**src/rtl/legv8_fetch_buffer.sv**
```systemverilog
// LEGv8 instruction-fetch front end.
// Owns the fetch PC, captures the combinational imem word each cycle and
// queues {pc, instr} pairs in a small FIFO feeding decode via valid/ready.
// A redirect flushes the queue and restarts fetch at the word-aligned target.
module legv8_fetch_buffer #(
  parameter int unsigned DEPTH    = 4,
  parameter logic [63:0] RESET_PC = 64'h0
) (
  input  logic                       clk,
  input  logic                       reset,
  output logic [63:0]                imem_addr,
  input  logic [31:0]                imem_data,
  input  logic                       redirect_valid,
  input  logic [63:0]                redirect_pc,
  input  logic                       id_ready,
  output logic                       id_valid,
  output logic [31:0]                id_instr,
  output logic [63:0]                id_pc,
  output logic [$clog2(DEPTH):0]     count
);

  localparam int unsigned AW = $clog2(DEPTH);
  localparam int unsigned CW = AW + 1;
  localparam logic [CW-1:0] DEPTH_C = CW'(DEPTH);

  logic [63:0]   fetch_pc;
  logic [AW-1:0] wr_ptr;
  logic [AW-1:0] rd_ptr;
  logic [CW-1:0] cnt;

  logic [63:0]   pc_mem    [DEPTH];
  logic [31:0]   instr_mem [DEPTH];

  logic          pop;
  logic          push;
  logic [CW-1:0] cnt_next;

  assign imem_addr = fetch_pc;
  assign count     = cnt;
  assign id_valid  = (cnt != '0);

  // Head entry is shown only when occupied; empty FIFO reads as zero.
  always_comb begin
    id_instr = '0;
    id_pc    = '0;
    if (id_valid) begin
      id_instr = instr_mem[rd_ptr];
      id_pc    = pc_mem[rd_ptr];
    end
  end

  // Handshake decode: a full FIFO may still push when it pops in the same cycle.
  always_comb begin
    pop      = id_valid & id_ready;
    push     = !redirect_valid & ((cnt < DEPTH_C) | pop);
    cnt_next = cnt + CW'(push) - CW'(pop);
  end

  // Control state: fetch PC, pointers and occupancy; redirect overrides all.
  always_ff @(posedge clk or negedge reset) begin
    if (!reset) begin
      fetch_pc <= RESET_PC;
      wr_ptr   <= '0;
      rd_ptr   <= '0;
      cnt      <= '0;
    end else if (redirect_valid) begin
      fetch_pc <= {redirect_pc[63:2], 2'b00};
      wr_ptr   <= '0;
      rd_ptr   <= '0;
      cnt      <= '0;
    end else begin
      if (push) begin
        fetch_pc <= fetch_pc + 64'd4;
        wr_ptr   <= wr_ptr + AW'(1);
      end
      if (pop) begin
        rd_ptr <= rd_ptr + AW'(1);
      end
      cnt <= cnt_next;
    end
  end

  // Entry storage; contents need no reset because occupancy gates visibility.
  always_ff @(posedge clk) begin
    if (reset && push) begin
      pc_mem[wr_ptr]    <= fetch_pc;
      instr_mem[wr_ptr] <= imem_data;
    end
  end

endmodule

```
**config.mk**
```make
export PLATFORM = sky130hd
export DESIGN_NAME = legv8_fetch_buffer
export DESIGN_NICKNAME = d
export VERILOG_FILES = /design/src/rtl/legv8_fetch_buffer.sv
export SDC_FILE = /design/constraint.sdc
export NUM_CORES = 1
export LEC_CHECK = 0
export BUFFER_PORTS_ARGS = -buffer_cell sky130_fd_sc_hd__buf_4
export CORE_MARGIN = 2
export CORE_UTILIZATION = 32
export DETAILED_ROUTE_END_ITERATION = 10
export GPL_TIMING_DRIVEN = 0
export HOLD_SLACK_MARGIN = 0.05
export SYNTH_ARGS = -nofsm -noshare
export SYNTH_HDL_FRONTEND = slang
export SYNTH_SLANG_ARGS = --single-unit
```
**constraint.sdc**
```tcl
create_clock -name clk -period 4.9 [get_ports clk]
set_input_delay 0.245 -clock clk [delete_from_list [all_inputs] [get_ports clk]]
set_output_delay 0.245 -clock clk [all_outputs]
set_load 0.01 [all_outputs]
```
Word level (Yosys, flattened, before mapping)
Memory sizes are Yosys's and may differ from the RTL's.
Cells that the tools add are included.
{"block": "op_classes", "reduce_logical": 5, "order_cmp": 1, "addsub": 5, "muxes": 11, "n_bitwise": 3}
{"op": "$mux 64", "count": 3}
{"op": "$add 64x3->64 const B", "count": 1}
{"op": "$mux 32", "count": 1}
{"op": "$mux 2", "count": 4}
{"op": "$add 2x1->2 const B", "count": 2}
{"op": "$reduce_bool 2->1", "count": 2}
{"op": "$add 3x1->3", "count": 1}
{"op": "$lt 3x3->1 const B", "count": 1}
{"op": "$mux 3", "count": 1}
{"op": "$reduce_bool 3->1", "count": 1}
{"op": "$sub 3x1->3", "count": 1}
{"op": "$and 1x1->1", "count": 2}
{"op": "$mux 1", "count": 2}
{"op": "$logic_and 1x1->1", "count": 1}
{"op": "$logic_not 1->1", "count": 1}
{"op": "$or 1x1->1", "count": 1}
{"block": "word_totals", "ram_bits": 384, "wordCells": 31, "output_inout_bits": 164, "inputBits": 100, "regBits": 71, "memories": 2}
{"memory": "pc_mem", "words": 4, "word_bits": 64, "read_ports": 1, "rd_clocked_by_memory_dff": 0, "write_ports": 1, "line": "31", "source": "logic [63:0] pc_mem [DEPTH];"}
{"memory": "instr_mem", "words": 4, "word_bits": 32, "read_ports": 1, "rd_clocked_by_memory_dff": 0, "write_ports": 1, "line": "32", "source": "logic [31:0] instr_mem [DEPTH];"}

Logic depth before layout (Yosys ltp)
Gate-level depths: netlist of the first run.
{"block": "logic_depth", "word_depth": 7, "ltp_mapped": 11, "depth_no_buf": 10}

Worst setup path after synthesis of the first run
OpenSTA, ideal clock, no wires.
{"block": "synth_timing", "path_kind": "register to register", "start": "register cnt[2], in the netlist count[2]", "end": "memory instr_mem[2][0], enable pin", "period_less_slack_ns": 3.627, "stages_incl_launch_ff": 5, "setup_ns": 0.464, "required_ns": 4.436, "path_slack_ns": 1.273, "path_buffers": 1, "arrival_ns": 3.162, "path_cell_list": "dfrtp_1 nor2b_1 buf_2 nor2_1 and3_1"}
{"block": "synth_between", "elab_chain_cells": 7, "elab_cells_between_ends": 8, "classes_between": "order compare: 1; mux: 2; bitwise: 3; reduce/logical: 2"}
{"element": "start, declared", "line": "29", "source": "logic [CW-1:0] cnt;"}
{"element": "start signal, assigned", "line": "79", "source": "cnt <= cnt_next;"}
{"element": "parallel branches: the longest is 2 deep, another holds $lt 3x3->1"}
{"element": "$or 1x1->1 (*)", "line": "55", "source": "push = !redirect_valid & ((cnt < DEPTH_C) | pop);"}
{"element": "$and 1x1->1 (*)", "line": "55"}
{"element": "$logic_and 1x1->1 (*)", "line": "85", "source": "if (reset && push) begin"}
{"element": "$mux 1 (*)", "line": "85"}
{"element": "$mux 1 (implied by the code) (*)", "line": "87", "source": "instr_mem[wr_ptr] <= imem_data;"}
{"element": "end, declared", "line": "32"}
Every way passes the cells marked *.

Final worst setup path of the first run
{"block": "layout_timing", "start": "register rd_ptr[1]", "end": "output id_pc[36]"}
{"block": "layout_between", "elab_chain_cells": 2}
{"element": "start, declared", "line": "28", "source": "logic [AW-1:0] rd_ptr;"}
{"element": "start signal, assigned", "line": "77", "source": "rd_ptr <= rd_ptr + AW'(1);"}
{"element": "$mem_v2 4x64"}
{"element": "$mux 64", "line": "46", "source": "if (id_valid) begin"}
{"element": "end, declared", "line": "18", "source": "output logic [63:0] id_pc,"}
No other way between the ends.

==> metrics, run 1 <==
status=finished clean; Worst Path Arrival=3.29 ns; final RePlAce weighted congestion=0.771; DP HPWL=about 32000 um; Top cell by count, worst path=clkbuf_1; Max-cap violations=0; ANT nets after route=0; skew final=~0.018 ns; Hold Crit Class=primary input to flop; initial antenna violation count=2; clk buf depth=3; post-route total power=0.0112 W; fin crit period=3.53 ns; Worst path top cell family by delay=buffers and inverters; sequence of cells on the critical path=clkbuf_1, clkbuf_1, buf_1, mux4_2, and2_1, buf_4; CP peak stage delay=0.75 ns; design area=23900 sq um; area growth from synthesis to final layout=31.0%; CP Max Fanout=10; Starting Density=32.4%; Hold Crit Start=id_ready; Max IR drop VDD=~270 uV; Max Fclk=283 MHz; grt ovf=0; die width=approximately 240 um; Area after DPL=approximately 21000 sq um; Die ar.=59000 sq um; Total Wirelength=between 40000 and 50000 um; FF-to-FF Start=imem_addr[11]; hold path endpoint=rd_ptr[0]; die height=approximately 240 um; Most used DFF post-synth=edfxtp_1; Tcrit/Tclk final=72.0%; CTS Buf Count=50; CP Class=flop to output pin; fin util=42.4%; leak pwr=8.33 nW; routed vias=11200; CTS root buffer=clkbuf_16; share of post-route cells with drive strength above 1=30.5%; r2r setup slk=1.71 ns; cell count after synthesis=around 1100; unrepaired setup endpoints after global routing=no; Buf/Inv on CP=4; DRC Markers=0; clk sink count=445; Via density=4.90; initial drt markers=approximately 710; crit end category=output pin; post_cts resized=0; nets=1600; wire length of the first global-routing pass=73200 um; total setup buffers inserted after CTS=0; Compound-Gate Fraction of Synth Area=3.07%; Post-synth EDFFs=approximately 380; syn avg cell area=17.0 sq um; Worst Setup Start Kind=flop; Hold Vio Cnt, Final=0; antenna cells=0; number of global-route vias before repair=11700; drt wl/cell=21.5 um; I/O pins=between 200 and 300; htree depth=2; Seq/Total Area, Yosys=71.3%; TritonRoute pass-1 iters=5; worst path required time=4.66 ns; yosys warns=0; core area=56400 sq um; fin. max-slew vios=0; largest family of logic cells by synthesized area=multiplexers; multiplexer share of the synthesized area=11.7%; Worst-Margin Slew=1.03 ns; Rows=between 80 and 90; Total Routing Usage GR=16.6%; # setup viols final=0; Synth Register Bits=~450; Post-Synth Simple-Gate Area=10.1%; power per cell area=468 nW/um^2; slowest cell on the critical path=clkbuf_1; worst hold path depth=4; CTS tree=done; Port Buffer Count=257; adder-cell share of the synthesized area=0.589%; Netlist cell types=49; fillers=5156; Post-synth ARST share=around 16%; Clk Latency, worst-skew pair=0.59 ns; Slew headroom=31.6%; synthesized cell area=18300 sq um; final setup TNS=0 ns; R2R Path End=imem_addr[32]; largest net degree at the start of global routing=74; post-synthesis xor/xnor area fraction=1.54%; clock slew at reported path FFs=about 0.06 ns; cells on worst reg2reg path=7
-- kinds of logic after synthesis --
group	Yosys count
flip-flops	445
XOR/XNOR	32
AO/OA/AOI/OAI	95
buffers and inverters	73
multiplexers	96
other	1
AND/OR/NAND/NOR	327
adder cells (fa/ha/maj)	8
-- per-stage QoR --
| stage | setup slack [ns] | hold slack, ns | cells |
|---|---|---|---|
| 2_1_floorplan | 1.27 | -0.0506 | 1080 |
| 3_3_place_gp | -1.20 | 0.445 | 2093 |
| 3_5_place_dp | 1.70 | 0.449 | 2101 |
| 4_1_cts | 1.20 | 0.0828 | 2288 |
| 5_1_grt | 1.13 | 0.138 | 2288 |
| 6_report | 1.37 | 0.127 | 2288 |
-- flip-flops by register name, summed over array words and instances, names as in the netlist --
name / count
pc_mem: 248
instr_mem: 128
imem_addr: 62
rd_ptr: 2
count: 3
wr_ptr: 2
-- layout make-up --
type | instances | area (sq um) | share of cell area, %
clock inverters | 26 | 238 | 0.994
flip-flops and latches | 445 | 13000 | 54.4
well taps | 756 | 946 | 3.96
multi-input cells | 562 | 4970 | 20.8
repair buffers | 360 | 3070 | 12.8
plain buffers | 62 | 262 | 1.09
clock buffers | 66 | 1370 | 5.74
inverters | 11 | 41.3 | 0.173
-- where the power goes --
group | total (W) | leakage, nW | internal (W) | switching [W]
Sequential | 0.00461 | 4.22 | 0.00442 | 0.000192
Clock | 0.00368 | 0.789 | 0.00214 | 0.00153
Combinational | 0.00291 | 3.32 | 0.00146 | 0.00145
Total | 0.0112 | 8.33 | 0.00802 | 0.00318
-- timing repair --
item | in CTS | in global routing
hold endpoints to repair | 259 | 0
endpoints found under the setup margin | 0 | 0
hold buffers | 95 | 0
-- Yosys cell counts, types with 2 or more instances --
cell type	number	area, sq um
nand2b_1	3	18.8
nand4_1	20	125
nand3_1	33	165
o21ai_0	43	215
o31a_1	2	17.5
and4_1	5	43.8
a21o_1	2	15.0
or3_1	18	113
nor4_1	5	31.3
nor2b_1	2	12.5
dfrtp_1	69	1730
a31oi_1	32	200
o31ai_1	9	67.6
or2_2	2	12.5
o21ai_1	3	15.0
buf_4	4	30.0
and3_1	9	56.3
nor4_2	3	37.5
or4_1	8	60.1
o21a_1	2	15.0
xor2_1	18	158
ha_1	7	87.6
nor3_1	7	35.0
nand4b_1	4	35.0
xnor2_1	14	123
nand3b_1	2	15.0
buf_1	4	15.0
inv_1	11	41.3
mux4_2	94	2120
buf_2	11	55.1
nor2_1	45	169
clkbuf_1	43	161
and2_1	100	626
nand2_1	53	199
edfxtp_1	376	11300
-- tightest hold or removal path, stage by stage --
cell and delay [ns]:
buf_4 0.09, and2_1 0.18, xnor2_1 0.08, nor2_1 0.08
-- how the worst max path moves through the flow --
stage,start,endpoint,slack (ns),depth (start not counted)
floorplan,count[2],instr_mem[2][0],1.27,4
CTS,rd_ptr[1],id_pc[43],1.20,6
detailed placement,imem_addr[11],imem_addr[32],1.70,7
finish,rd_ptr[1],id_pc[36],1.37,6
global placement,reset,pc_mem[0][48],-1.20,2
global route,rd_ptr[1],id_pc[43],1.13,6
-- metal layers --
metal  share of wire [%]  vias up  track usage [%]
met5               0.028        -                0
met4                 2.2        4             4.22
met3                 5.2       76             3.44
met2                  50      341             28.3
met1                  43     5737             21.5
li1                    -     5051                -
-- layout by cell type, fill, tap and decap left out, types with 45 or more instances in the layout --
| master | synthesis | layout |
|---|---|---|
| and2_1 | 100 | 100 |
| buf_4 | 4 | 261 |
| clkbuf_1 | 43 | 55 |
| clkbuf_16 | 0 | 52 |
| dfrtp_1 | 69 | 69 |
| dlygate4sd3_1 | 0 | 95 |
| edfxtp_1 | 376 | 376 |
| mux4_2 | 94 | 94 |
| nand2_1 | 53 | 53 |
| nor2_1 | 45 | 45 |
(Power assumes the default switching activity.)
==> run 2: changes to the inputs <==
==> constraint.sdc (replaced) <==
create_clock -name clk -period 3.15 [get_ports clk]
set_input_delay 0.1575 -clock clk [delete_from_list [all_inputs] [get_ports clk]]
set_output_delay 0.1575 -clock clk [all_outputs]
set_load 0.01 [all_outputs]
==> metrics, run 2 (synthesis gave the netlist of run 1 again) <==
Worst Setup Start Kind=flop; post-route total power=0.0175 W; ANT nets after route=0; die width=243 um; leak pwr=between 8 and 9 nW; Post-Layout Cell Count=2289; power per cell area=728 nW/um^2; Via density=4.93; clock slew at reported path FFs=roughly 0.060 ns; skew final=0.0151 ns; R2R Path End=imem_addr[51]; Max Fclk=341 MHz; design area=24000 sq um; antenna cells=0; Tcrit/Tclk final=93.1%; Total Routing Usage GR=approximately 16%; Starting Density=about a third; CP Capture Point=id_pc[36]; htree depth=2; fin crit period=around 3 ns; core area=56400 sq um; Max-cap violations=0; FF-to-FF Start=imem_addr[11]; largest net degree at the start of global routing=74; Hold Vio Cnt, Final=0; cell count after placement=2101; initial drt markers=571; Total Wirelength=48400 um; number of global-route vias before repair=11900; grt ovf=0; CTS tree=done; CP Class=flop to output pin; Worst Path Arrival=2.78 ns; CTS Buf Count=50; Port Buffer Count=257; DP HPWL=31700 um; Die ar.=59000 sq um; CP peak stage delay=approximately 0.74 ns; commonest cells after routing, fill and taps aside=376 x edfxtp_1, 264 x buf_4, 100 x and2_1, 96 x dlygate4sd3_1, 94 x mux4_2; Critical Path Source=rd_ptr[0]; unrepaired setup endpoints after global routing=yes; cells on worst reg2reg path=6; Worst-Margin Slew=1.09 ns; Max IR drop VDD=551 uV; area growth from synthesis to final layout=31.3%; DRC Markers=0; Hold Crit Class=primary input to flop; Clk Latency, worst-skew pair=0.58 ns; status=finished clean; drt wl/cell=21.2 um; worst path required time=2.99 ns; CP Max Fanout=10; nets=1602; die height=243 um; wire length of the first global-routing pass=72900 um; clk sink count=445; slowest cell on the critical path=buf_1; Area after DPL=21400 sq um; I/O pins=264; initial antenna violation count=2; # setup viols final=0; CTS root buffer=clkbuf_16; most common cell after layout, fill and taps aside=edfxtp_1; fin. max-slew vios=0; r2r setup slk=0.40 ns; share of post-route cells with drive strength above 1=30.7%; clk buf depth=3; crit end category=output pin; Rows=87; WHS=0.180 ns; sequence of cells on the critical path=buf_1, mux4_2, and2_1, buf_4; Biggest register=pc_mem; number of flip-flops in the largest register=between 200 and 250; Slew headroom=roughly a quarter; final RePlAce weighted congestion=between 0.7 and 0.8; routed vias=11300; TritonRoute pass-1 iters=5
-- run 2: cell count changes in the layout (fill, tap and decap cells not counted), sizes merged --
| cell | change |
|---|---|
| buf | +2 |
| dlygate4sd3 | +1 |
| clkdlybuf4s15 | +1 |
| clkinv | -4 |
| bufinv | +3 |
| inv | -2 |
-- run 2: power by group --
group / total, W / switching, W / internal (W)
sequential: 0.00720 / 0.000323 / 0.00687
clock: 0.00579 / 0.00230 / 0.00349
combinational: 0.00448 / 0.00221 / 0.00228
-- run 2: worst min path at each step --
stage	end	startpoint	slack, ns	cells after the start
final	imem_addr[16]	redirect_valid	0.18	3
after floorplan	count[0]	reset	-0.14	0
after CTS	imem_addr[16]	redirect_valid	0.15	3
after global placement	instr_mem[0][3]	imem_data[3]	0.36	1
after global routing	imem_addr[16]	redirect_valid	0.20	3
after detailed placement	instr_mem[3][5]	imem_data[5]	0.36	1
-- run 2: metal layers --
layer  wire (um)  vias up  track usage, %  share of wire (%)
met4        1420        4            5.16                2.9
met3        2230       88            2.99                4.6
met5          21        -               0              0.043
met2       23800      307            27.6                 49
met1       21000     5828            21.7                 43
li1            -     5054               -                  -
-- run 2: area by class of cell --
type                            count  area, sq um
Fill cell                        5188        32400
Sequential cell                   445        13000
Multi-Input combinational cell    562         4970
Timing Repair Buffer              363         3100
Clock buffer                       68         1350
Tap cell                          756          946
Clock inverter                     23          277
Buffer                             61          277
Inverter                           11         41.3
-- run 2: through the flow --
stage	setup slack [ns]	TNS, ns	util, %
floorplan	0.585	0	-
global placement	-0.712	-259.48	37.5
detailed placement	-0.0192	-0.0192	37.9
CTS	0.0719	0	42.5
global route	-0.00906	-0.0394	42.5
finish	0.217	0	42.5
-- run 2: timing repair --
action                                  4_1_cts  5_1_grt
endpoints found under the hold margin       261        0
hold buffers                                 96        0
endpoints found under the setup margin       70        6
setup buffers                                 2        0
pin swaps                                     1        0
gates resized for setup                      11        1
-- run 2: worst max-delay path, delay by kind of cell, from the launching register on --
family,cells,cell delay (ns)
multiplexers,1,0.59
flip-flops,1,0.52
buffers and inverters,2,0.89
AND/OR/NAND/NOR,1,0.19
==> run 3: changes to the inputs <==
--- a/config.mk
+++ b/config.mk
@@ -5,9 +5,11 @@
 export SDC_FILE = /design/constraint.sdc
 export NUM_CORES = 1
 export LEC_CHECK = 0
+export ABC_AREA = 1
 export BUFFER_PORTS_ARGS = -buffer_cell sky130_fd_sc_hd__buf_4
 export CORE_MARGIN = 2
 export CORE_UTILIZATION = 32
+export CTS_CLUSTER_SIZE = 16
 export DETAILED_ROUTE_END_ITERATION = 10
 export GPL_TIMING_DRIVEN = 0
 export HOLD_SLACK_MARGIN = 0.05
==> metrics, run 3 <==
initial antenna violation count=1; Hold Vio Cnt, Final=0; Clk Latency, worst-skew pair=approximately 0.6 ns; Rows=90; CP peak stage delay=0.44 ns; top post-synthesis cells by count=501 x nor2_1, 376 x edfxtp_1, 264 x nand2_1, 212 x o21ai_0, 100 x a21oi_1; Tcrit/Tclk final=94.8%; htree depth=2; status=finished clean; CP Class=flop to output pin; worst path required time=2.99 ns; top-count cell post-synth=nor2_1; CTS tree=done; initial drt markers=1204; Clk pwr share=29.1%; wire length of the first global-routing pass=about 95000 um; skew final=0.0178 ns; final RePlAce weighted congestion=approximately 0.95; Final WS setup=between 0.15 and 0.2 ns; power per cell area=747 nW/um^2; Max IR drop VDD=409 uV; pre-CTS WS=-0.0879 ns; Starting Density=around 32%; Worst path top cell family by delay=buffers and inverters; Netlist cell types=40; area growth from synthesis to final layout=29.5%; Net Switching=0.00654 W; syn avg cell area=10.4 sq um; Worst-Margin Slew=0.984 ns; most common cell after layout, fill and taps aside=nor2_1; Port Buffer Count=256; drt wl/cell=between 20 and 25 um; unrepaired setup endpoints after global routing=no; Total Routing Usage GR=between 20% and 30%; Combinational Power Share=30.9%; share of post-route cells with drive strength above 1=approximately 17%; cell count after synthesis=~1900; DRC Markers=0; DP HPWL=45900 um; Seq/Total Area, Yosys=66.5%; area leader, netlist=edfxtp_1; number of flip-flops in the largest register=248; Flop pwr share=40.1%; top-area cell type share of the netlist area=57.7%; Post-synth EDFFs=roughly 380; sw frac=34.5%; # setup viols final=0; Max Fclk=335 MHz; Biggest register=pc_mem; clock slew at reported path FFs=roughly 0.06 ns; Worst Path Arrival=between 2 and 3 ns; number of global-route vias before repair=15000; die height=251 um; synthesized cell area=19600 sq um; crit end category=output pin; ANT nets after route=0; Via density=4.95; Synth Register Bits=445; largest net degree at the start of global routing=71; TritonRoute pass-1 iters=5; nets=2420; Hold Crit Class=primary input to flop; clk buf depth=3; final setup TNS=0 ns; CTS Buf Count=50; CTS root buffer=clkbuf_16; Slew headroom=34.4%; Pint=between 0.01 and 0.015 W; Max-cap violations=0; slowest cell on the critical path=buf_2; die width=251 um; Worst Setup Start Kind=flop; post-route total power=0.0189 W; Buf/Inv on CP=4; commonest cells after routing, fill and taps aside=496 x nor2_1, 376 x edfxtp_1, 263 x buf_4, 263 x nand2_1, 212 x o21ai_0; fin. max-slew vios=0; Total Wirelength=65400 um; Post-synth ARST share=15.5%; Die ar.=63100 sq um; Most used DFF post-synth=edfxtp_1; leak pwr=9.61 nW; fin crit period=2.98 ns; Area contributors post-synth=edfxtp_1 58%, nor2_1 9.6%, dfrtp_1 8.8%, o21ai_0 5.4%, nand2_1 5.1%; clk sink count=445; yosys warns=0; routed vias=15500; core area=60400 sq um; CP Max Fanout=10; grt ovf=0; I/O pins=264; sequence of cells on the critical path=buf_2, buf_4, buf_2, nor2_1, nor2_1, o21ai_0, a21oi_1, buf_4
-- run 3: cell types whose count changed after synthesis, moves of 31 or more --
cell / change
a21oi_1: +99
a22oi_1: +36
a31oi_1: -31
and2_1: -97
inv_1: +54
mux4_2: -94
nand2_1: +211
nor2_1: +456
o21ai_0: +169
-- run 3: what timing repair did --
action / CTS / global route
setup buffers: 0 / 2
hold endpoints to repair: 261 / 0
cloned: 1 / 0
gates resized for setup: 7 / 8
pin swaps: 1 / 1
hold buffers: 96 / 0
endpoints found under the setup margin: 117 / 45
-- run 3: final timing paths --
check                                    start             to  slack (ns)  cells past startpoint
worst min-delay path            redirect_valid  imem_addr[33]        0.20                      6
worst max register to register        count[2]  pc_mem[1][32]        0.21                      8
worst max-delay path                 rd_ptr[0]       id_pc[3]        0.17                      8
max in group asynchronous                reset  imem_addr[24]        2.19                      2
worst min register to register       wr_ptr[0]      wr_ptr[0]        0.65                      3
min in group asynchronous                reset  imem_addr[50]        0.28                      2
-- run 3: layer usage --
layer	track usage, %	share of wire, %
met5	0	0
met4	5.37	2.1
met3	2.81	5.7
met2	33.5	48
met1	28.0	44
-- run 3: cell type report --
cell class	instances	area, sq um
sequential	445	13000
clock inverter	28	213
buffer	96	414
multi-input combinational	1280	5940
clock buffer	65	1330
antenna	1	2.50
inverter	71	268
tap	782	978
fill	5779	35000
timing repair buffer	368	3190
-- run 3: stage by stage --
step / std cells / hold WS (ns) / utilization, % / instance area [sq um]
floorplan: 1891 / -0.138 / - / 19600
global placement: 2929 / 0.347 / 37.3 / 22500
detailed placement: 2943 / 0.363 / 37.8 / 22800
CTS: 3133 / 0.156 / 41.9 / 25300
global route: 3136 / 0.290 / 42.0 / 25300
finish: 3136 / 0.199 / 42.0 / 25300
-- run 3: logic make-up after synthesis --
| group | synth area share [%] |
|---|---|
| DFF | 66.5 |
| xor gates and xnor gates | 1.25 |
| buffers and inverters | 3.42 |
| adders and majority gates | 0.550 |
| and+or+nand+nor | 18.2 |
| AOI/OAI and AO/OA | 10.1 |
| other | 0.0192 |
-- run 3: worst min-delay path: stages --
cell	delay (ns)
clkbuf_1	0.20
inv_1	0.15
o21ai_0	0.10
inv_1	0.06
nand2_1	0.05
nand2_1	0.05
-- run 3: power by group through the flow --
stage	Sequential [W]	Combinational (W)	Clock, W
floorplan	0.00759	0.00272	0
global placement	0.00774	0.00568	0
detailed placement	0.00771	0.00579	0
CTS	0.00759	0.00594	0.00563
global route	0.00766	0.00639	0.00585
finish	0.00759	0.00585	0.00551
